<file path="src/rtl/hazard_control_unit_pkg.sv">
// Shared definitions for the pipeline hazard controller.
// Contents:
//   OP_NOP / OP_BNE  : decode opcodes the hazard logic reacts to
//   hazard_state_t   : front-end control FSM states (RUN, FLUSH)
//   PERF_W           : width of the stall / flush performance counters
//   sat_inc()        : saturating increment used by the performance counters
package cpu_hazard_pkg;

  localparam logic [4:0] OP_NOP = 5'b00000;
  localparam logic [4:0] OP_BNE = 5'b00011;

  localparam int PERF_W = 16;

  typedef enum logic {
    RUN,
    FLUSH
  } hazard_state_t;

  // Counters stick at all-ones instead of wrapping back to zero.
  function automatic logic [PERF_W-1:0] sat_inc(input logic [PERF_W-1:0] value);
    return (value == '1) ? value : value + PERF_W'(1);
  endfunction

endpackage

</file>
<file path="src/rtl/hazard_control_unit_if.sv">
// Decode-side bus between the decode stage and the hazard controller.
// Signals:
//   valid_decode, opcode_decode, rs1_decode, rs2_decode, rd_decode,
//   load_decode, regfile_data_1, regfile_data_2 : decode-stage instruction info
//   stall, flush_ifid, branch_taken             : pipeline control back to the core
//   stall_count, flush_count                    : performance counters
// Modports:
//   master : decode stage (drives instruction info, receives control)
//   slave  : hazard controller
interface hazard_control_unit_if
  import cpu_hazard_pkg::*;
#(
  parameter int DATA_W     = 16,
  parameter int REG_ADDR_W = 5,
  parameter int OPCODE_W   = 5
) ();

  logic                  valid_decode;
  logic [OPCODE_W-1:0]   opcode_decode;
  logic [REG_ADDR_W-1:0] rs1_decode;
  logic [REG_ADDR_W-1:0] rs2_decode;
  logic [REG_ADDR_W-1:0] rd_decode;
  logic                  load_decode;
  logic [DATA_W-1:0]     regfile_data_1;
  logic [DATA_W-1:0]     regfile_data_2;
  logic                  stall;
  logic                  flush_ifid;
  logic                  branch_taken;
  logic [PERF_W-1:0]     stall_count;
  logic [PERF_W-1:0]     flush_count;

  modport master (
    output valid_decode, opcode_decode, rs1_decode, rs2_decode, rd_decode,
           load_decode, regfile_data_1, regfile_data_2,
    input  stall, flush_ifid, branch_taken, stall_count, flush_count
  );

  modport slave (
    input  valid_decode, opcode_decode, rs1_decode, rs2_decode, rd_decode,
           load_decode, regfile_data_1, regfile_data_2,
    output stall, flush_ifid, branch_taken, stall_count, flush_count
  );

endinterface

</file>
<file path="src/rtl/hazard_control_unit_scoreboard.sv">
// Per-register load countdown scoreboard.
// A register is busy while its counter is nonzero; r0 is never busy.
// Ports:
//   clk, rst_n          : clock, synchronous active-low reset
//   set_en, set_addr    : an issuing load reloads the counter of set_addr
//   rs1_addr, rs2_addr  : decode source registers to look up
//   rs1_busy, rs2_busy  : source register still waiting on a load
module hazard_scoreboard #(
  parameter int REG_ADDR_W = 5,
  parameter int LOAD_LAT   = 1
) (
  input  logic                  clk,
  input  logic                  rst_n,
  input  logic                  set_en,
  input  logic [REG_ADDR_W-1:0] set_addr,
  input  logic [REG_ADDR_W-1:0] rs1_addr,
  input  logic [REG_ADDR_W-1:0] rs2_addr,
  output logic                  rs1_busy,
  output logic                  rs2_busy
);

  localparam int NUM_REGS = 2 ** REG_ADDR_W;
  localparam int CNT_W    = $clog2(LOAD_LAT + 1);

  logic [CNT_W-1:0] cnt [NUM_REGS];

  // A fresh load on a register overrides that register's decrement in the
  // same cycle, so back-to-back loads to one register restart the countdown.
  always_ff @(posedge clk) begin
    if (!rst_n) begin
      for (int i = 0; i < NUM_REGS; i++) cnt[i] <= '0;
    end else begin
      for (int i = 0; i < NUM_REGS; i++) begin
        if (set_en && (set_addr == REG_ADDR_W'(i))) begin
          cnt[i] <= CNT_W'(LOAD_LAT);
        end else if (cnt[i] != '0) begin
          cnt[i] <= cnt[i] - CNT_W'(1);
        end
      end
    end
  end

  assign rs1_busy = (rs1_addr != '0) && (cnt[rs1_addr] != '0);
  assign rs2_busy = (rs2_addr != '0) && (cnt[rs2_addr] != '0);

endmodule

</file>
<file path="src/rtl/hazard_control_unit.sv">
// Pipeline hazard controller beside the decode stage: stalls load-use
// dependences for LOAD_LAT cycles, resolves bne in decode and holds the
// IF/ID flush for FLUSH_CYCLES cycles after a taken branch.
// Ports:
//   clk   : clock, all state changes on the rising edge
//   rst_n : synchronous active-low reset; forces stall/flush/branch low
//   hz    : decode bus (slave side), see hazard_control_unit_if
// Optional build macro:
//   HAZARD_PERF_EN : when defined, stall_count / flush_count are saturating
//                    counters; otherwise both read 16'h0000 and no flops exist.
module hazard_control_unit
  import cpu_hazard_pkg::*;
#(
  parameter int DATA_W       = 16,
  parameter int REG_ADDR_W   = 5,
  parameter int OPCODE_W     = 5,
  parameter int LOAD_LAT     = 1,
  parameter int FLUSH_CYCLES = 1
) (
  input logic                  clk,
  input logic                  rst_n,
  hazard_control_unit_if.slave hz
);

  hazard_state_t     state, state_next;
  logic [2:0]        flush_left, flush_left_next;
  logic [DATA_W-1:0] data_1, data_2;
  logic              live, rs1_busy, rs2_busy;
  logic              stall, taken, issue_load, flush_out;

  assign data_1 = hz.regfile_data_1;
  assign data_2 = hz.regfile_data_2;

  // Decode only counts while out of reset and not in the middle of a flush.
  assign live = rst_n && hz.valid_decode && (state == RUN) &&
                (hz.opcode_decode != OPCODE_W'(OP_NOP));

  assign stall      = live && (rs1_busy || rs2_busy);
  assign taken      = live && !stall && (hz.opcode_decode == OPCODE_W'(OP_BNE)) &&
                      (data_1 != data_2);
  assign issue_load = live && !stall && hz.load_decode && (hz.rd_decode != '0);

  hazard_scoreboard #(
    .REG_ADDR_W (REG_ADDR_W),
    .LOAD_LAT   (LOAD_LAT)
  ) u_scoreboard (
    .clk      (clk),
    .rst_n    (rst_n),
    .set_en   (issue_load),
    .set_addr (hz.rd_decode),
    .rs1_addr (hz.rs1_decode),
    .rs2_addr (hz.rs2_decode),
    .rs1_busy (rs1_busy),
    .rs2_busy (rs2_busy)
  );

  always_ff @(posedge clk) begin
    if (!rst_n) begin
      state      <= RUN;
      flush_left <= '0;
    end else begin
      state      <= state_next;
      flush_left <= flush_left_next;
    end
  end

  // The branch cycle itself is the first flush cycle, so FLUSH only covers
  // the remaining FLUSH_CYCLES-1 cycles.
  always_comb begin
    state_next      = state;
    flush_left_next = flush_left;
    flush_out       = 1'b0;
    case (state)
      RUN: begin
        if (taken) begin
          flush_out = 1'b1;
          if (FLUSH_CYCLES > 1) begin
            state_next      = FLUSH;
            flush_left_next = 3'(FLUSH_CYCLES - 1);
          end
        end
      end
      FLUSH: begin
        flush_out = rst_n;
        if (flush_left <= 3'd1) begin
          state_next = RUN;
        end else begin
          flush_left_next = flush_left - 3'd1;
        end
      end
      default: state_next = RUN;
    endcase
  end

  assign hz.stall        = stall;
  assign hz.flush_ifid   = flush_out;
  assign hz.branch_taken = taken;

`ifdef HAZARD_PERF_EN
  logic [PERF_W-1:0] stall_cnt_q, flush_cnt_q;

  // Each counter records the cycle that is ending at this edge.
  always_ff @(posedge clk) begin
    if (!rst_n) begin
      stall_cnt_q <= '0;
      flush_cnt_q <= '0;
    end else begin
      if (stall) stall_cnt_q <= sat_inc(stall_cnt_q);
      if (taken) flush_cnt_q <= sat_inc(flush_cnt_q);
    end
  end

  assign hz.stall_count = stall_cnt_q;
  assign hz.flush_count = flush_cnt_q;
`else
  assign hz.stall_count = '0;
  assign hz.flush_count = '0;
`endif

endmodule

</file>
<file path="src/flat_wrapper.sv">
// flat-port wrapper written by rule: the top's interface ports become plain ports
module hazard_control_unit_flat import cpu_hazard_pkg::*;
#(
  parameter int DATA_W       = 16,
  parameter int REG_ADDR_W   = 5,
  parameter int OPCODE_W     = 5,
  parameter int LOAD_LAT     = 1,
  parameter int FLUSH_CYCLES = 1
)
  (clk, rst_n, hz_valid_decode, hz_opcode_decode, hz_rs1_decode, hz_rs2_decode, hz_rd_decode, hz_load_decode, hz_regfile_data_1, hz_regfile_data_2, hz_stall, hz_flush_ifid, hz_branch_taken, hz_stall_count, hz_flush_count);
  hazard_control_unit_if #(.DATA_W(DATA_W), .REG_ADDR_W(REG_ADDR_W), .OPCODE_W(OPCODE_W)) hz_i ();
  input logic clk;
  input logic rst_n;
  input wire logic [$bits(hz_i.valid_decode)-1:0] hz_valid_decode;
  input wire logic [$bits(hz_i.opcode_decode)-1:0] hz_opcode_decode;
  input wire logic [$bits(hz_i.rs1_decode)-1:0] hz_rs1_decode;
  input wire logic [$bits(hz_i.rs2_decode)-1:0] hz_rs2_decode;
  input wire logic [$bits(hz_i.rd_decode)-1:0] hz_rd_decode;
  input wire logic [$bits(hz_i.load_decode)-1:0] hz_load_decode;
  input wire logic [$bits(hz_i.regfile_data_1)-1:0] hz_regfile_data_1;
  input wire logic [$bits(hz_i.regfile_data_2)-1:0] hz_regfile_data_2;
  output wire logic [$bits(hz_i.stall)-1:0] hz_stall;
  output wire logic [$bits(hz_i.flush_ifid)-1:0] hz_flush_ifid;
  output wire logic [$bits(hz_i.branch_taken)-1:0] hz_branch_taken;
  output wire logic [$bits(hz_i.stall_count)-1:0] hz_stall_count;
  output wire logic [$bits(hz_i.flush_count)-1:0] hz_flush_count;
  assign hz_i.valid_decode = hz_valid_decode;
  assign hz_i.opcode_decode = hz_opcode_decode;
  assign hz_i.rs1_decode = hz_rs1_decode;
  assign hz_i.rs2_decode = hz_rs2_decode;
  assign hz_i.rd_decode = hz_rd_decode;
  assign hz_i.load_decode = hz_load_decode;
  assign hz_i.regfile_data_1 = hz_regfile_data_1;
  assign hz_i.regfile_data_2 = hz_regfile_data_2;
  assign hz_stall = hz_i.stall;
  assign hz_flush_ifid = hz_i.flush_ifid;
  assign hz_branch_taken = hz_i.branch_taken;
  assign hz_stall_count = hz_i.stall_count;
  assign hz_flush_count = hz_i.flush_count;
  hazard_control_unit #(.DATA_W(DATA_W), .REG_ADDR_W(REG_ADDR_W), .OPCODE_W(OPCODE_W), .LOAD_LAT(LOAD_LAT), .FLUSH_CYCLES(FLUSH_CYCLES)) u_core (.clk(clk), .rst_n(rst_n), .hz(hz_i));
endmodule
</file>
<file path="config.mk">
export PLATFORM = sky130hd
export DESIGN_NAME = hazard_control_unit_flat
export DESIGN_NICKNAME = d
export VERILOG_FILES = /design/src/rtl/hazard_control_unit_pkg.sv /design/src/rtl/hazard_control_unit_if.sv /design/src/rtl/hazard_control_unit_scoreboard.sv /design/src/rtl/hazard_control_unit.sv /design/src/flat_wrapper.sv
export SDC_FILE = /design/constraint.sdc
export NUM_CORES = 1
export LEC_CHECK = 0
export CORE_ASPECT_RATIO = 0.5
export CORE_MARGIN = 5
export CORE_UTILIZATION = 40
export CTS_BUF_LIST = sky130_fd_sc_hd__clkbuf_16
export DETAILED_ROUTE_END_ITERATION = 8
export MAX_ROUTING_LAYER = met4
export PLACE_DENSITY = 0.72
export SLEW_MARGIN = 20
export SYNTH_ARGS = -nofsm -noshare
export SYNTH_HDL_FRONTEND = slang
export SYNTH_HIERARCHICAL = 1
export SYNTH_SLANG_ARGS = --single-unit
</file>
<file path="constraint.sdc">
create_clock -name clk -period 4.3 [get_ports clk]
set_input_delay 1.29 -clock clk [delete_from_list [all_inputs] [get_ports clk]]
set_output_delay 1.29 -clock clk [all_outputs]
set_load 0.02 [all_outputs]
</file>
==> flow_metrics.tcl <==
set metrics [dict create \
    p_seq_share_pct 39.6 \
    power_per_cell_area_nw_per_um2 269.7 \
    synth_ff_type "dfxtp_1" \
    drc 0 \
    swShare_pct 28.41 \
    cts_inserted_buffers 5 \
    first_global_vias 2365 \
    ios 91 \
    antenna_cells 0 \
    netlist_area_um2 2648 \
    tns_ps -101.2 \
    synth-compound-area-share_pct 13.09 \
    antenna_found_initial 0 \
    synthDistinctLibCells 47 \
    clock_skew_ps 4.631 \
    violations "setup timing" \
    drt_pass1_iterations 4 \
    root_buffer "clkbuf_16" \
    h-tree-depth 2 \
    die_h_um 67.53 \
    ir_drop_uv 139.7 \
    start_util_pct 42.49 \
    post-route-period-util_pct 102.1 \
    report.final.slew_viol_count 0 \
    drtIter0Drc 128 \
    port_buffers 58 \
    pre_cts_slack_ps -1225 \
    arrival_ps 3100 \
    num_vias 2363 \
    synthArstFlopShare_pct 0 \
    final_common_cell "clkdlybuf4s50_1" \
    period_needed_ps 4389 \
    die_x_um 125.1 \
    crit_required_ps 3010 \
    grt_pass1_wl_um 10890 \
    synthSimpleGateAreaFrac_pct 23.63 \
    timing.fmax_ghz 0.2278 \
    rsz0062_at_grt "yes" \
    dieArea_um2 8445 \
    fp-row-count 20 \
    crit_path_end_kind "primary output" \
    synth_top_family_by_area "simple AND/OR/NAND/NOR gates" \
    synth_xor_area_share_pct 5.624 \
    synth-adder-area-share_pct 0.9452 \
    synth_cells 280 \
    clock_latency_ps 280 \
    cap_viol_max_count 0 \
    power_switching_mw 0.2805 \
    cts_buffer_depth 2 \
    synth_edf_count 15 \
    startpoint_type "primary input" \
    dp.final_hpwl_um 5445 \
    total_leakage_power_nw 1.422 \
    hold_viol 0 \
    syn2layout_area_growth_pct 38.23 \
    ant_nets 0 \
    wl_per_cell_um 15.62 \
    drive_above_1_share_pct 22.47 \
    ys_warn_count 6 \
    power_frac_clock_pct 35.8 \
    clk_pin_slew_worst_paths_ps 60 \
    nNetsFinal 422 \
    yosysSeqAreaShare_pct 32.14 \
    final-setup-viol-count 2 \
    synth.mux.area_fraction_pct 10.49 \
    core-area_um2 6231 \
    syn_area_per_cell_um2 9.455 \
    finalWorstSetupSlack_ps -88.98 \
    clkSinkCount 35 \
    gp_congestion 0.9596 \
    status "finished with violations" \
    p_int_mw 0.7067 \
    grt_max_degree 36 \
    p_comb_share_pct 24.6 \
    grtUsageTotal_pct 16.71 \
    drt_wl_total_um 7077 \
    fin_hold_ws_ps 530.4 \
    critPathMaxFanout 3 \
    synth-seq-cells 35 \
    cts_tree "done" \
    final_cell_mix "clkdlybuf4s50_1 (47), buf_4 (32), conb_1 (32), nor2_1 (25), nand2_1 (24)" \
    r2r_setup_slack_ps 1410 \
    viasPerCell 5.216 \
    gr-total-overflow 0 \
    path_class "primary input to primary output" \
    hp-class "register to register" \
]
## final cells by class
type | count | area (µm²)
clock inverters | 3 | 18.77
well taps | 88 | 110.1
multi-input cells | 227 | 1700
flip-flops and latches | 35 | 850.8
fillers | 520 | 2571
inverters | 4 | 15.01
clock buffers | 5 | 125.1
repair buffers | 91 | 839.6
## through the flow
step | util, % | power (mW) | instance area, µm² | instances
floorplan | - | 0.5316 | 2770 | 311
global placement | 52.99 | 0.5965 | 3302 | 438
detailed placement | 52.99 | 0.6039 | 3302 | 438
CTS | 57.43 | 0.9778 | 3578 | 451
global route | 58.73 | 1.025 | 3660 | 453
finish | 58.73 | 0.9872 | 3660 | 453
## what timing repair did
item / 4_1_cts / 5_1_grt
pin swaps: 10 / 4
gates resized for setup: 73 / 16
endpoints found under the setup margin: 3 / 3
setup buffers: 4 / 2
hold buffers: 0 / 0
cloned: 1 / 0
## sequential cells by signal, summed over array words and instances (netlist names)
name	count
u_core/flush_left	3
u_core/state	1
u_core/u_scoreboard/cnt	31
## metal layers
layer | routed length, µm | GRT usage (%) | vias to the layer above
met2 | 3403 | 30.55 | 132
met5 | 0 | - | -
met3 | 644 | 3.949 | 24
li1 | - | - | 1113
met1 | 2805 | 17.71 | 1094
met4 | 223 | 7.703 | 0
## cells by family (layout without fill, tap and decap cells)
| group | after synthesis | count (layout) |
|---|---|---|
| other | 1 | 32 |
| XOR/XNOR | 17 | 17 |
| AND/OR/NAND/NOR | 115 | 115 |
| multiplexers | 22 | 22 |
| AO/OA/AOI/OAI | 39 | 39 |
| buffers and inverters | 49 | 103 |
| adder cells (fa/ha/maj) | 2 | 2 |
| flip-flops | 35 | 35 |
## synth_stat cells, types with 4 or more instances
| master | count | area, µm² |
|---|---|---|
| a2111oi_0 | 4 | 35.03 |
| a21boi_0 | 15 | 112.6 |
| a221oi_1 | 4 | 35.03 |
| buf_4 | 32 | 240.2 |
| buf_6 | 4 | 45.04 |
| clkbuf_1 | 5 | 18.77 |
| dfxtp_1 | 20 | 400.4 |
| edfxtp_1 | 15 | 450.4 |
| inv_1 | 4 | 15.01 |
| mux2i_1 | 18 | 180.2 |
| nand2_1 | 24 | 90.09 |
| nand3_1 | 10 | 50.05 |
| nand3b_1 | 18 | 135.1 |
| nand4_1 | 4 | 25.02 |
| nand4b_1 | 4 | 35.03 |
| nor2_1 | 29 | 108.9 |
| nor2b_1 | 10 | 62.56 |
| xnor2_1 | 17 | 148.9 |
## power groups by stage
| stage | clock network [mW] | logic, mW | registers (mW) |
|---|---|---|---|
| after floorplan | 0 | 0.146 | 0.385 |
| after global placement | 0 | 0.205 | 0.391 |
| after detailed placement | 0 | 0.211 | 0.393 |
| after CTS | 0.361 | 0.230 | 0.387 |
| after global routing | 0.375 | 0.259 | 0.392 |
| final | 0.353 | 0.243 | 0.391 |
## worst max-delay path, cell delays in order
cell and delay, ps:
buf_8 80, mux4_2 490, nor2_2 140, a2bb2oi_2 190, nand3_2 140, nor2_4 140, buf_6 120, nand3_4 100
o41ai_4 210, buf_4 190
## final timing paths
kind,from,endpoint,cells after the start
setup / recovery,hz_rs1_decode[3],hz_flush_ifid,10
setup reg to reg,u_core/u_scoreboard/cnt[24],u_core/u_scoreboard/cnt[23],14
hold / removal,u_core/flush_left[1],u_core/flush_left[1],1
hold reg to reg,u_core/flush_left[1],u_core/flush_left[1],1
Note: power is estimated with default switching activity, not from simulation.
==> patch: new RTL, same settings <==
`REG_ADDR_W` is set to 5 in 4 places; all go to 4.
--- a/src/rtl/hazard_control_unit_if.sv
+++ b/src/rtl/hazard_control_unit_if.sv
@@ -12,5 +12,5 @@
 #(
   parameter int DATA_W     = 16,
-  parameter int REG_ADDR_W = 5,
+  parameter int REG_ADDR_W = 4,
   parameter int OPCODE_W   = 5
 ) ();
--- a/src/rtl/hazard_control_unit_scoreboard.sv
+++ b/src/rtl/hazard_control_unit_scoreboard.sv
@@ -7,5 +7,5 @@
 //   rs1_busy, rs2_busy  : source register still waiting on a load
 module hazard_scoreboard #(
-  parameter int REG_ADDR_W = 5,
+  parameter int REG_ADDR_W = 4,
   parameter int LOAD_LAT   = 1
 ) (
--- a/src/rtl/hazard_control_unit.sv
+++ b/src/rtl/hazard_control_unit.sv
@@ -13,5 +13,5 @@
 #(
   parameter int DATA_W       = 16,
-  parameter int REG_ADDR_W   = 5,
+  parameter int REG_ADDR_W   = 4,
   parameter int OPCODE_W     = 5,
   parameter int LOAD_LAT     = 1,
--- a/src/flat_wrapper.sv
+++ b/src/flat_wrapper.sv
@@ -3,5 +3,5 @@
 #(
   parameter int DATA_W       = 16,
-  parameter int REG_ADDR_W   = 5,
+  parameter int REG_ADDR_W   = 4,
   parameter int OPCODE_W     = 5,
   parameter int LOAD_LAT     = 1,
Interface: changed (resized hz_rd_decode, hz_rs1_decode and hz_rs2_decode); port bits go from 91 to 88. No check against the original RTL was run, so the function may have changed too.
==> patch against the original RTL <==
Sequential cell count down 16. Non-clock buffer count fell by 32. Total power shrank 46%. Wire length is 47% lower. Area after synthesis decreased by 39%. Clock skew shrank 3.7 ps. Via count decreased by 47%. Setup slack better by 150 ps. Die area decreased by 35%. Clock power is 47% lower. Cell area decreased by 41%. Critical endpoint unchanged. Highest routed layer unchanged.
==> patch: results <==
[worst_hold_path]
min_delay_worst_endpoint = "u_core/flush_left[1]"
hold_path.startpoint = "u_core/flush_left[1]"

[yosys]
yosysUniqueCellTypes = 38
ys_top_cells_by_area = "dfxtp_1 (15%), buf_4 (15%), edfxtp_1 (13%), xnor2_1 (9.3%), mux4_1 (6.5%)"
synth.cells.most_frequent = "buf_4 (32), xnor2_1 (17), dfxtp_1 (12)"
synth_enable_flop_cells = 7
syn-mean-instance-area_um2 = 9.917
synth-async-reset-ratio_pct = 0
sequential_element_share_of_the_synthesized_area_pct = 28.04
ys.warnings.count = 6
synth.top_cell.area_share_pct = 14.95

[global_routing]
grt_first_pass_wirelength_mm = 6.106
grt_antenna_before_repair = 0
gr-total-overflow = 0
pin_count_of_the_biggest_net_entering_global_routing = 23
grtUsageTotal_pct = 14.92
via_count_of_the_first_global_routing_pass = 1294

[place]
placedCellCount = 269
gp_routability_congestion = 0.7569
placement.io_buffers = 55
dp_slack_ps = -1026
dp_hpwl_mm = 3.230
post_dp_cell_area_um2 = 2103

[detailed_routing]
route.final.wire_length_mm = 3.780
first_iter_violations = 44
drt_drc_violations_left = 0
detail_route.vias_per_cell = 4.608
route.detailed.wl_per_inst_um = 13.85

[sta]
worst_setup_margin_ps = 64.07
final.hold.worst_slack_ps = 533.0
final.setup_skew_ps = 0.8997

[worst_setup_path]
crit_family = "multiplexers"
timing.critical_path.to = "hz_flush_ifid"
worst_ep_arrival_time_ps = 2950
crit_path_start = "hz_rs1_decode[0]"
count_of_cells_along_the_worst_register_to_register_path = 9
critPathSlowestCell = "mux4_2"
critical_path.reg2reg.startpoint = "u_core/u_scoreboard/cnt[12]"
rr_endpoint = "u_core/u_scoreboard/cnt[11]"
reg2reg_slack_ps = 1650

[clocking]
clkLatencyLatePin_ps = 250
cts-root-to-sink-buffers = 2
post-cts-setup-buffers = 0
tritoncts.num_buffers = 3
h_tree_depth = 1
clockRootBuffer = "clkbuf_16"

[finish]
net_count_final = 275
registers_with_the_most_flip_flops = "u_core/u_scoreboard/cnt x15, u_core/flush_left x3, u_core/state x1"
fraction_of_final_layout_cells_with_drive_strength_greater_than_1_pct = 12.33

[power]
internal-power_uw = 397.9
comb-power_uw = 143
clock_net_power_uw = 188
vdd_drop_max_mv = 0.1127
total_leakage_power_uw = 0.0008595
power.sequential.total_uw = 205

[outcome]
outcome = "complete, no violations"
[patch: changes by cell type after synthesis, moves of 4 or more]
cell	before	now
dfxtp_1	20	12
nand2_1	24	11
a2111oi_0	4	0
nor2_1	29	9
a221oi_1	4	0
a21boi_0	15	7
nand3b_1	18	8
mux2i_1	18	10
nor2b_1	10	2
edfxtp_1	15	7
nand3_1	10	3
[patch: cell families after synthesis]
| group | after synthesis | synth area share (%) |
|---|---|---|
| AOI/OAI and AO/OA | 12 | 6.932 |
| xor gates and xnor gates | 17 | 9.268 |
| adders and majority gates | 2 | 1.557 |
| buffers and inverters | 39 | 17.52 |
| DFF | 19 | 28.04 |
| muxes | 16 | 15.58 |
| other | 1 | 0.2334 |
| and+or+nand+nor | 56 | 20.87 |
[patch: area by class of cell]
class | count | area (um^2)
flip-flops and latches | 19 | 450.4
well taps | 54 | 67.56
clock buffers | 3 | 75.07
fillers | 347 | 1715
repair buffers | 59 | 573.1
multi-input cells | 135 | 989.7
clock inverters | 1 | 5.005
inverters | 2 | 7.507
[patch: per-layer routing]
| metal | share of wire (%) | up-vias | global-route usage (%) |
|---|---|---|---|
| met5 | 0 | - | - |
| met4 | 0.71 | 0 | 4.082 |
| met3 | 6.9 | 2 | 1.908 |
| met2 | 58 | 47 | 32.56 |
| met1 | 35 | 588 | 14.26 |
| li1 | - | 621 | - |
[patch: worst reg2reg max path, cell delays in order, from the launching register on]
cell	delay [ps]
edfxtp_1	450
mux4_2	480
mux2i_1	140
mux2i_1	100
nor2_2	220
nand2_1	90
nor3_1	310
and3b_1	310
nand3_1	120
nand3b_1	140
[patch: what timing repair did]
item / CTS / global route
gates resized for setup: 29 / 7
endpoints found under the setup margin: 3 / 2
pin swaps: 3 / 3
